--- src/rtl/piped_mod_subtractor.sv ---
// Pipelined modular subtractor, out0 = (in0 - in1) mod Q, one borrow chunk per stage.
// Define PIPED_MOD_SUB_REDUCE_EN to add the chunked add-back-of-Q phase; otherwise mod 2^W.
module piped_mod_subtractor #(
  parameter int           W = 384,
  parameter int           C = 1,
  parameter int           M = 1,
  parameter logic [W-1:0] Q = 384'h01ae3a4617c510eac63b05c06ca1493b1a22d9f300f5138f1ef3622fba094800170b5d44300000008508c00000000001
) (
  input  logic         clk,
  input  logic         rst,
  input  logic         in_valid,
  output logic         in_ready,
  input  logic [W-1:0] in0,
  input  logic [W-1:0] in1,
  input  logic [M-1:0] m_i,
  output logic         out_valid,
  input  logic         out_ready,
  output logic [W-1:0] out0,
  output logic [M-1:0] m_o,
  output logic         borrow_o
);
  localparam int D  = 2 ** C;
  localparam int CW = W / D;
  localparam int LW = W - (D - 1) * CW;

  logic en;
  assign en       = !out_valid || out_ready;
  assign in_ready = en;

  genvar gi;

  // Subtract phase: stage gi consumes chunk gi of a/b and passes the unconsumed upper bits on.
  for (gi = 0; gi < D; gi++) begin : g_sub
    localparam int LO = gi * CW;
    localparam int WK = (gi == D - 1) ? LW : CW;
    localparam int HI = W - LO;

    logic [HI-1:0]    a_in;
    logic [HI-1:0]    b_in;
    logic             bw_in;
    logic             v_in;
    logic [M-1:0]     m_in;
    logic [WK:0]      dif;
    logic [LO+WK-1:0] d_next;
    logic [LO+WK-1:0] d_reg;
    logic             bw_reg;
    logic             v_reg;
    logic [M-1:0]     m_reg;

    assign dif = {1'b0, a_in[WK-1:0]} - {1'b0, b_in[WK-1:0]} - {{WK{1'b0}}, bw_in};

    if (gi == 0) begin : g_src
      assign a_in   = in0;
      assign b_in   = in1;
      assign bw_in  = 1'b0;
      assign v_in   = in_valid;
      assign m_in   = m_i;
      assign d_next = dif[WK-1:0];
    end else begin : g_src
      assign a_in   = g_sub[gi-1].g_hi.a_reg;
      assign b_in   = g_sub[gi-1].g_hi.b_reg;
      assign bw_in  = g_sub[gi-1].bw_reg;
      assign v_in   = g_sub[gi-1].v_reg;
      assign m_in   = g_sub[gi-1].m_reg;
      assign d_next = {dif[WK-1:0], g_sub[gi-1].d_reg};
    end

    always_ff @(posedge clk or negedge rst) begin
      if (!rst) begin
        d_reg  <= '0;
        bw_reg <= 1'b0;
        v_reg  <= 1'b0;
        m_reg  <= '0;
      end else if (en) begin
        d_reg  <= d_next;
        bw_reg <= dif[WK];
        v_reg  <= v_in;
        m_reg  <= m_in;
      end
    end

    if (gi < D - 1) begin : g_hi
      logic [HI-WK-1:0] a_reg;
      logic [HI-WK-1:0] b_reg;

      always_ff @(posedge clk or negedge rst) begin
        if (!rst) begin
          a_reg <= '0;
          b_reg <= '0;
        end else if (en) begin
          a_reg <= a_in[HI-1:WK];
          b_reg <= b_in[HI-1:WK];
        end
      end
    end
  end

`ifdef PIPED_MOD_SUB_REDUCE_EN
  // Mod phase: add (borrow ? Q : 0) chunkwise; the carry out of the top chunk is dropped.
  for (gi = 0; gi < D; gi++) begin : g_mod
    localparam int LO = gi * CW;
    localparam int WK = (gi == D - 1) ? LW : CW;
    localparam int SW = (gi == D - 1) ? WK : WK + 1;

    logic [W-1:0]  r_in;
    logic          bw_in;
    logic          v_in;
    logic          cy_in;
    logic [M-1:0]  m_in;
    logic [WK-1:0] q_chunk;
    logic [SW-1:0] sum;
    logic [W-1:0]  r_next;
    logic [W-1:0]  r_reg;
    logic          bw_reg;
    logic          v_reg;
    logic [M-1:0]  m_reg;

    if (gi == 0) begin : g_src
      assign r_in  = g_sub[D-1].d_reg;
      assign bw_in = g_sub[D-1].bw_reg;
      assign v_in  = g_sub[D-1].v_reg;
      assign m_in  = g_sub[D-1].m_reg;
      assign cy_in = 1'b0;
    end else begin : g_src
      assign r_in  = g_mod[gi-1].r_reg;
      assign bw_in = g_mod[gi-1].bw_reg;
      assign v_in  = g_mod[gi-1].v_reg;
      assign m_in  = g_mod[gi-1].m_reg;
      assign cy_in = g_mod[gi-1].g_cy.cy_reg;
    end

    assign q_chunk = bw_in ? Q[LO +: WK] : '0;
    assign sum     = SW'(r_in[LO +: WK]) + SW'(q_chunk) + SW'(cy_in);

    always_comb begin
      r_next            = r_in;
      r_next[LO +: WK]  = sum[WK-1:0];
    end

    always_ff @(posedge clk or negedge rst) begin
      if (!rst) begin
        r_reg  <= '0;
        bw_reg <= 1'b0;
        v_reg  <= 1'b0;
        m_reg  <= '0;
      end else if (en) begin
        r_reg  <= r_next;
        bw_reg <= bw_in;
        v_reg  <= v_in;
        m_reg  <= m_in;
      end
    end

    if (gi < D - 1) begin : g_cy
      logic cy_reg;

      always_ff @(posedge clk or negedge rst) begin
        if (!rst) begin
          cy_reg <= 1'b0;
        end else if (en) begin
          cy_reg <= sum[SW-1];
        end
      end
    end
  end

  assign out_valid = g_mod[D-1].v_reg;
  assign out0      = g_mod[D-1].r_reg;
  assign m_o       = g_mod[D-1].m_reg;
  assign borrow_o  = g_mod[D-1].bw_reg;
`else
  assign out_valid = g_sub[D-1].v_reg;
  assign out0      = g_sub[D-1].d_reg;
  assign m_o       = g_sub[D-1].m_reg;
  assign borrow_o  = g_sub[D-1].bw_reg;
`endif

endmodule

--- config.mk ---
export PLATFORM = sky130hd
export DESIGN_NAME = piped_mod_subtractor
export DESIGN_NICKNAME = d
export VERILOG_FILES = /design/src/rtl/piped_mod_subtractor.sv
export SDC_FILE = /design/constraint.sdc
export NUM_CORES = 2
export LEC_CHECK = 0
export ABC_AREA = 0
export CAP_MARGIN = 20
export CELL_PAD_IN_SITES_DETAIL_PLACEMENT = 2
export CELL_PAD_IN_SITES_GLOBAL_PLACEMENT = 2
export CORE_ASPECT_RATIO = 1.5
export CORE_MARGIN = 4
export CORE_UTILIZATION = 28
export CTS_CLUSTER_SIZE = 8
export DETAILED_ROUTE_END_ITERATION = 7
export PLACE_DENSITY_LB_ADDON = 0.1
export SYNTH_ARGS = -nofsm -noshare
export SYNTH_HDL_FRONTEND = slang
export SYNTH_SLANG_ARGS = --single-unit
--- constraint.sdc ---
create_clock -name clk -period 4.1 [get_ports clk]
set_input_delay 0.41 -clock clk [delete_from_list [all_inputs] [get_ports clk]]
set_output_delay 0.41 -clock clk [all_outputs]
set_load 0.02 [all_outputs]
---- Word level (Yosys, flattened, before mapping) ----
Cells that the tools add are included.
word-level totals
  register bits after elaboration ......... 966
  input port bits ......................... 773
operators by class
  reductions and logical operators ........ 2
  $add $sub $neg .......................... 3
operators by type and width
  operator                         number
  subtractor 192 x 192 -> 193 bit  2
  subtractor 193 x 1 -> 193 bit    1
  logical NOT 1 bit                1
  logical OR 1 bit                 1

---- Depth between registers and ports, before layout ----
  word-level depth ........................ 2
  depth in mapped cells ................... 19
  depth with buffers taken out ............ 19

---- Worst setup path after synthesis ----
OpenSTA, ideal clock, no wires.
  path kind ............................... register -> register
  start ................................... register g_sub[0].bw_reg
  end ..................................... register g_sub[1].d_reg[378] (netlist: out0[378])
  path slack .............................. -213 ps
  clock period less this slack ............ 4,313 ps
  data required time ...................... 3,996 ps
  cell stages (with the launch flop) ...... 19
  data arrival time ....................... 4,209 ps
  cell sequence ........................... dfrtp_1 inv_1 fa_1 inv_1 ha_1 or2_2 fa_1 nor3b_1 o21ai_1 o211a_1 o21ai_0 a211oi_1 o2111ai_1 a211oi_1 a211oi_1 o21ai_0 a41oi_1 o21bai_1 o311ai_1
between the ends
  word-level cells in the longest chain between the ends .. 1
ends and longest elaborated chain
  element                        line  text
  from (decl)                    46    logic bw_reg;
  from (signal assigned)         76    bw_reg <= dif[WK];
  subtractor 193 x 1 -> 193 bit  50    assign dif = {1'b0, a_in[WK-1:0]} - {1'b0, b_in[WK-1:0]} - {{WK{1'b0}}, bw_in};
  to (signal assigned)           75    d_reg <= d_next;
  to (decl)                      45    logic [LO+WK-1:0] d_reg;
No other way between the ends.
A chain may end at the register's enable or synchronous reset.

---- Worst setup path after layout ----
  start ................................... register g_sub[0].bw_reg
  end ..................................... register g_sub[1].bw_reg (netlist: borrow_o)
between the ends
  word-level cells in the longest chain between the ends .. 1
ends and longest elaborated chain
  element                        line
  subtractor 193 x 1 -> 193 bit  50
  to (signal assigned)           76
  to (decl)                      46
No other way between the ends.

==> results.cfg <==
[cts]
cts_tree = yes
clk_pin_slew_ns = 0.06
clock_latency_ns = 0.82
cts_sinks = 966
h-tree-depth = 4
cts_buffer_depth = 4
root_buffer = clkbuf_16
cts_buffers = 151

[critical_path]
max_stage_delay_ns = 0.57
critPathLaunchType = register
critPathMaxFanout = 3
crit_type = reg2reg
cpMaxStageDelayCell = fa_1
crit_path_end_kind = register
arrival_ns = 5.32
crit_chain = inv_2 -> fa_1 -> ha_2 -> or2_4 -> fa_2 -> nor3b_2 -> o21ai_2 -> o211ai_1 -> buf_4 -> a21o_1 -> nand2_2 -> o211ai_1 -> buf_4 -> a211oi_4 -> o211ai_1 -> buf_4 -> a31oi_4 -> a21oi_2 -> buf_6 -> buf_6 -> or4_4 -> a21oi_2 -> a21oi_1
cp.required_ns = 4.79

[power_and_ir_drop]
total_power_uw = 60100
peakVddDrop_uv = 352
leakage_uw = 0.0485
power-per-cell-area_mw_per_mm2 = 595

[drt]
vias_per_cell = 5.17
antenna_left = 0
routed_wl_mm = 410
drcViolationCount = 0
firstDrtPassIters = 5
routedWlPerCell_um = 28.2
drt-initial-drc-count = 3788
vias = 74945

[timing]
rsz0062_at_grt = true
skew_ns = 0.0683
relSlewSlack_pct = 29.7
tightest_slew_ns = 1.05
setup_viol = 103
period_needed_ns = 4.63
maxSlewViolCount = 0
hold_viol = 0
timing.final.ws_setup_ns = -0.527
fmax_mhz = 216
min_period_over_period_pct = 113

[place]
gp_congestion = 1.03
dpl_cell_area_mm2 = 0.0935
dp_hpwl_mm = 342
portBuffers = 1160

[outcome]
status = finished, violations left
failed_checks = negative setup slack

[grt]
grt_remaining_overflow = 0
grt_pass1_vias = 84705
grt_start_max_net_pins = 146
antenna_found_initial = 69
grt_util_all_layers_pct = 32.1
grt_pass1_wl_mm = 582

[synth]
synth_nets = 10101
ys_ff_latch = 966
synth_area_leaders = dfrtp_1 (36%), ha_1 (11%), nand2_1 (11%)
async_flop_share_pct = 100
syn_inst = 8751
syn_area_mm2 = 0.0668
ys_seq_area_share_pct = 36.2
synth.most_common_cell = nand2_1
ys.flop_type = dfrtp_1
synth.top_cell.area_share_pct = 36.2
yosysWarnings = 0
netlist_top_cells_count = nand2_1 (1901), dfrtp_1 (966), a21oi_1 (960), inv_1 (907), nor2_1 (685)
synth_edf_count = 0
synth.distinct_cells = 88
synth_area_leader_cell = dfrtp_1
syn_avg_cell_area_um2 = 7.63

[cells_and_area]
fin_nets = 12723
final_area_mm2 = 0.101
syn2layout_area_growth_pct = 51.4
fill_cells = 26934
largest_register_ff_count = 384
drive_gt1_share_pct = 20.4

[floorplanning]
start_util_pct = 28.1
io_pins = 1161
die-area_mm2 = 0.246
num_rows = 219
die_y_um = 606
coreArea_mm2 = 0.237
chipWidth_um = 407

[worst_hold_path]
hold_path_class = in2reg

[flow_run]
cap_violations = 0
-- layout make-up --
cell class | instances | area (um^2) | area share [%]
multi-input combinational | 6456 | 40300 | 39.8
clock inverter | 13 | 106 | 0.105
antenna | 15 | 37.5 | 0.0371
tap | 3094 | 3870 | 3.83
clock buffer | 165 | 3930 | 3.89
inverter | 907 | 3410 | 3.37
timing repair buffer | 2891 | 25300 | 25.0
sequential | 966 | 24200 | 23.9
-- per-stage QoR --
stage	setup WS (ns)	TNS, ns	std cells	utilization, %	hold WS [ns]
after floorplan	0.0279	0	8751	-	0.114
final	-0.527	-26.18	14507	42.6	0.128
after CTS	-0.521	-25.35	14462	42.0	0.0788
after global placement	-1.68	-174.62	14235	39.4	0.452
after detailed placement	-1.20	-173.46	14238	39.4	0.459
after global routing	-0.694	-42.16	14498	42.6	0.128
-- worst max-delay path, delay by kind of cell (launching register included) --
family                   cells  cell delay, ns
AND/OR/NAND/NOR              4            0.75
AO/OA/AOI/OAI               10            1.55
adder cells (fa/ha/maj)      3            0.99
flip-flops                   1            0.36
buffers and inverters        6            0.85
-- timing repair --
item	4_1_cts	5_1_grt
pin swaps	200	232
hold buffers	1	0
endpoints found under the hold margin	44	0
setup buffers	59	57
endpoints found under the setup margin	194	199
cloned	0	0
gates resized for setup	383	274
-- routing by layer --
layer	GRT usage [%]	wire length (um)	vias to the layer above
li1	-	-	34417
met1	37.2	162000	37940
met2	57.8	205000	1932
met3	6.15	24300	602
met4	12.7	18900	54
met5	0	330	-
-- logic make-up (layout without fill, tap and decap cells) --
logic type                 after synthesis  after routing  synth area share (%)
AOI/OAI and AO/OA                     2333           2333                  20.6
xor gates and xnor gates               366            366                  4.80
adders and majority gates              577            577                  10.8
buffers and inverters                 1329           3976                  7.52
DFF                                    966            966                  36.2
muxes                                    5              5                0.0750
other                                    0             15                     0
and+or+nand+nor                       3175           3175                  20.0
-- worst paths after layout --
check	startpoint	endpoint	slack, ns	depth (start not counted)
worst max-delay path	g_sub[0].bw_reg	borrow_o	-0.53	23
worst min-delay path	in1[305]	g_sub[0].g_hi.b_reg[113]	0.13	3
worst max register to register	g_sub[0].bw_reg	borrow_o	-0.53	23
worst min register to register	g_sub[0].d_reg[110]	out0[110]	0.43	2
max in group asynchronous	rst	g_sub[0].g_hi.a_reg[162]	2.42	3
min in group asynchronous	rst	g_sub[0].g_hi.a_reg[122]	0.25	2
-- cell usage in the layout, fill, tap and decap left out, drive strengths merged, types with 37 or more instances in the layout --
master and n:
nand2 1901, buf 1731, clkdlybuf4s50 1156, dfrtp 966, a21oi 960, inv 912, nor2 685, o21ai 639
ha 574, a21o 237, xnor2 212, nand4 211, clkbuf 165, xor2 154, o21bai 139, nor3 114
o21a 58, nand3 54, a31oi 52, nand2b 37
-- power breakdown --
part           internal, uW  switching [uW]  leakage (uW)
sequential            12100            2580        0.0113
clock                  6700            4860       0.00200
combinational         14500           19400        0.0352
Power figures use the tool's default switching activity.
